[src/rtl/uart_tx_pkg.sv]
// ============================================================================
// Module : uart_tx_pkg
// Shared types and constants for the UART transmit frame controller.
// Rev    : 1.0
// ============================================================================
`default_nettype none

package uart_tx_pkg;

  typedef enum logic [2:0] {
    IDLE   = 3'd0,
    START  = 3'd1,
    DATA   = 3'd2,
    PARITY = 3'd3,
    STOP   = 3'd4
  } state_e;

  localparam logic PAR_EVEN = 1'b0;
  localparam logic PAR_ODD  = 1'b1;

  localparam int unsigned DEFAULT_DATA_W = 8;

endpackage

`default_nettype wire

[src/rtl/uart_tx_ctrl_parity_calc.sv]
// ============================================================================
// Module : parity_calc
// Combinational even/odd parity of one data word; only built when the
// UART_TX_PARITY_EN macro is defined.
// Rev    : 1.0
// ============================================================================
`default_nettype none

`ifdef UART_TX_PARITY_EN
module parity_calc
  import uart_tx_pkg::*;
#(
  parameter int unsigned DATA_W = DEFAULT_DATA_W
) (
  input  logic [DATA_W-1:0] data_i,
  input  logic              type_i,
  output logic              parity_o
);

  assign parity_o = (type_i == PAR_ODD) ? ~^data_i : ^data_i;

endmodule
`endif

`default_nettype wire

[src/rtl/uart_tx_ctrl.sv]
// ============================================================================
// Module : uart_tx_ctrl
// UART frame sequencer: start, DATA_W data bits, optional parity, stop.
// Parity stage present only when UART_TX_PARITY_EN is defined.
// Rev    : 1.0
// ============================================================================
`default_nettype none

module uart_tx_ctrl
  import uart_tx_pkg::*;
#(
  parameter int unsigned DATA_W = DEFAULT_DATA_W
) (
  input  logic              CLK,
  input  logic              RST,
  input  logic [DATA_W-1:0] P_DATA,
  input  logic              Data_valid,
  input  logic              PAR_EN,
  input  logic              PAR_TYP,
  input  logic              ser_data,
  input  logic              ser_done,
  output logic              ser_data_valid,
  output logic              ser_en,
  output logic              TX_OUT,
  output logic              busy
);

  state_e state_q, state_d;
  logic   w_accept;
  logic   w_par_en;

  assign w_accept       = Data_valid & (state_q == IDLE);
  assign ser_data_valid = w_accept;

  always_ff @(posedge CLK) begin
    if (RST) begin
      state_q <= IDLE;
    end else begin
      state_q <= state_d;
    end
  end

`ifdef UART_TX_PARITY_EN
  logic par_en_q, par_en_d;
  logic parity_q, parity_d;
  logic w_parity;

  parity_calc #(
    .DATA_W   (DATA_W)
  ) u_parity_calc (
    .data_i   (P_DATA),
    .type_i   (PAR_TYP),
    .parity_o (w_parity)
  );

  // Flags and parity are frozen at acceptance so the frame ignores later input changes.
  always_comb begin
    par_en_d = par_en_q;
    parity_d = parity_q;
    if (w_accept) begin
      par_en_d = PAR_EN;
      parity_d = w_parity;
    end
  end

  always_ff @(posedge CLK) begin
    if (RST) begin
      par_en_q <= 1'b0;
      parity_q <= 1'b0;
    end else begin
      par_en_q <= par_en_d;
      parity_q <= parity_d;
    end
  end

  assign w_par_en = par_en_q;
`else
  logic unused_inputs;
  assign unused_inputs = ^{P_DATA, PAR_EN, PAR_TYP};
  assign w_par_en      = 1'b0;
`endif

  always_comb begin
    state_d = state_q;
    TX_OUT  = 1'b1;
    busy    = 1'b0;
    ser_en  = 1'b0;
    unique case (state_q)
      IDLE: begin
        if (Data_valid) state_d = START;
      end
      START: begin
        TX_OUT  = 1'b0;
        busy    = 1'b1;
        state_d = DATA;
      end
      DATA: begin
        TX_OUT = ser_data;
        busy   = 1'b1;
        ser_en = 1'b1;
        if (ser_done) state_d = w_par_en ? PARITY : STOP;
      end
`ifdef UART_TX_PARITY_EN
      PARITY: begin
        TX_OUT  = parity_q;
        busy    = 1'b1;
        state_d = STOP;
      end
`endif
      STOP: begin
        busy    = 1'b1;
        state_d = IDLE;
      end
      default: begin
        state_d = IDLE;
      end
    endcase
  end

endmodule

`default_nettype wire

[config.mk]
export PLATFORM = sky130hd
export DESIGN_NAME = uart_tx_ctrl
export DESIGN_NICKNAME = d
export VERILOG_FILES = /design/src/rtl/uart_tx_pkg.sv /design/src/rtl/uart_tx_ctrl_parity_calc.sv /design/src/rtl/uart_tx_ctrl.sv
export SDC_FILE = /design/constraint.sdc
export NUM_CORES = 1
export LEC_CHECK = 0
export ABC_AREA = 1
export ABC_CLOCK_PERIOD_IN_PS = 800
export BUFFER_PORTS_ARGS = -buffer_cell sky130_fd_sc_hd__buf_2
export CAP_MARGIN = 20
export CORE_AREA = 2 2 39 41
export CTS_CLUSTER_SIZE = 8
export DETAILED_ROUTE_END_ITERATION = 12
export DIE_AREA = 0 0 41 43
export PLACE_DENSITY = 0.51
export SETUP_SLACK_MARGIN = 0.02
export SLEW_MARGIN = 20
export SYNTH_ARGS = -nofsm -noshare
export SYNTH_HDL_FRONTEND = slang
export SYNTH_SLANG_ARGS = --single-unit
[constraint.sdc]
create_clock -name CLK -period 0.8 [get_ports CLK]
set_clock_uncertainty 0.15 [all_clocks]
set_input_delay 0.08 -clock CLK [delete_from_list [all_inputs] [get_ports CLK]]
set_output_delay 0.08 -clock CLK [all_outputs]
set_load 0.01 [all_outputs]
==> impl_metrics.toml <==
[outcome]
status = "finished, violations left"
violations = "hold timing, setup timing"

[timing]
slew_headroom_pct = 92.3
whs_ps = -114
period_share_pct = 154
fin_crit_ps = 1230
setup_viol = 7
setup_slack_ps = -433
fin_tns_setup_ps = -1790
final-hold-violation-count = 3
rsz0062_at_grt = "true"
drv_slew = 0
max_freq_mhz = 811
tightest_slew_ps = 116

[placement]
io_buffers = 8
dp.cells = 51
dp_slack_ps = -218
dp_hpwl_um = 308
place_area_sq_um = 264
globalplace.congestion = 0.669

[die]
start_util_pct = 12.3
rows = 14
fp.dieH_um = 43
core_sq_mm = 0.00138
dieArea_sq_mm = 0.00176
chipWidth_um = 41
num_io_pins = 19

[critical_path]
crit_family = "flip-flops"
r2r-start = "state_q[0]"
max_stage_delay_ps = 340
cp.arrival_ps = 1000
rrSetupSlack_ps = -120
cp_max_fo = 3
critical_path_buf_inv_count = 2
r2r-end = "state_q[2]"
cp-end-kind = "output pin"
reg2regPathDepth = 4
crit_required_ps = 570
start_kind = "register"
slowest_stage = "dfxtp_2"
crit_top_cell = "nand2_2"
crit_chain = "nor2_4 > nand2_2 > inv_2 > nand2_2 > nand2_2 > buf_6"
critPathKind = "register to output pin"

[synthesis]
yosysUniqueCellTypes = 12
synth_warnings = 0
ys_seq_area_share_pct = 35.3
synth_area_sq_um = 170
syn_inst = 24
netlist.area_leader.share_pct = 35.3
avgSynthCellArea_sq_um = 7.09
ys_ff_latch = 3
synthTopCellsByArea = "dfxtp_1 35%, nand3_1 12%, nand2_2 11%, inv_1 8.8%, nand3_2 5.9%"
synth_nets = 39
synth_area_leader_cell = "dfxtp_1"

[finish]
final_common_cell = "buf_2"
largest_reg_flops = 3
regMostFlops = "state_q"
drive_gt1_share_pct = 74.4
syn2layout_area_growth_pct = 80.1
final_nets = 55
post-route-util_pct = 22.2
n_antenna_cell = 0
stdcell_count = 55
final_area_sq_um = 307
top_regs = "state_q: 3 flops"

[routing]
postRouteWirelength_um = 385
ant_nets = 0
via_per_inst = 3.47
drt-wirelength-per-cell_um = 7.00
drt_iter0_markers = 2
drcViolationCount = 0
first_pass_iters = 4
vias = 191

[clock_tree]
numCtsBuffers = 3
cts_tree = "done"
clk_pin_slew_ps = 40
clockBufferDepth = 2
clock-sinks = 3
root_buffer = "clkbuf_4"
clk_latency_ps = 230
h-tree-depth = 1
cts_setup_buffers = 0

[min_path]
min_from = "RST"
holdPathStages = 2
min_to = "state_q[2]"
hold_path.class = "primary input to register"

[power_and_ir_drop]
vdd_ir_drop_max_mv = 0.499
powerDensity_mw_per_mm2 = 1790
total_power_mw = 0.547
p_leak_nw = 0.156

[global_route]
grt_pass1_wl_um = 641
grt_use_total_pct = 5.82
grt_antenna_before_repair = 0
grt_max_degree = 4
grt_pass1_vias = 166
overflow = 0

[job]
maxCapViolCount = 0
## layout make-up
cell class,instances,area (sq um)
clock buffers,4,26.3
fillers,152,1080
inverters,6,25.0
multi-input cells,15,100
flip-flops and latches,3,66.3
well taps,16,20.0
repair buffers,11,68.8
## what timing repair did
action	CTS	global route
endpoints found under the setup margin	7	7
pin swaps	1	1
resized for setup	5	0
hold endpoints to repair	3	3
## worst max-delay path by stage
stage,from,endpoint,slack (ps),cells past startpoint
global placement,state_q[2],TX_OUT,-220,6
global route,state_q[0],TX_OUT,-510,6
finish,state_q[0],TX_OUT,-430,6
detailed placement,state_q[2],TX_OUT,-220,6
CTS,state_q[0],TX_OUT,-450,6
floorplan,state_q[2],TX_OUT,-120,5
## where the power goes
group	leakage, nW	switching (mW)	internal, mW
sequential	0.0261	0.0103	0.157
combinational	0.115	0.0583	0.0592
clock	0.0150	0.0759	0.187
total	0.156	0.145	0.403
## Yosys cell counts
cell and n:
a21oi_1 1, dfxtp_1 3, inv_1 4, inv_2 2
nand2_1 1, nand2_2 3, nand3_1 4, nand3_2 1
nand4_1 1, nor2_1 2, nor2_2 1, nor3_2 1
## kinds of logic after synthesis
logic type | share of synthesized area (%)
buffers and inverters | 13.2
AO/OA/AOI/OAI | 2.94
flip-flops | 35.3
AND/OR/NAND/NOR | 48.5
## routing by layer
metal	GRT usage, %	up-vias	part of all wire, %
met2	6.88	7	52
met4	8.00	0	0
met5	0	-	0
li1	-	105	-
met1	6.73	79	41
met3	1.57	0	7.3
No activity file was read; power rests on OpenSTA's default activity.
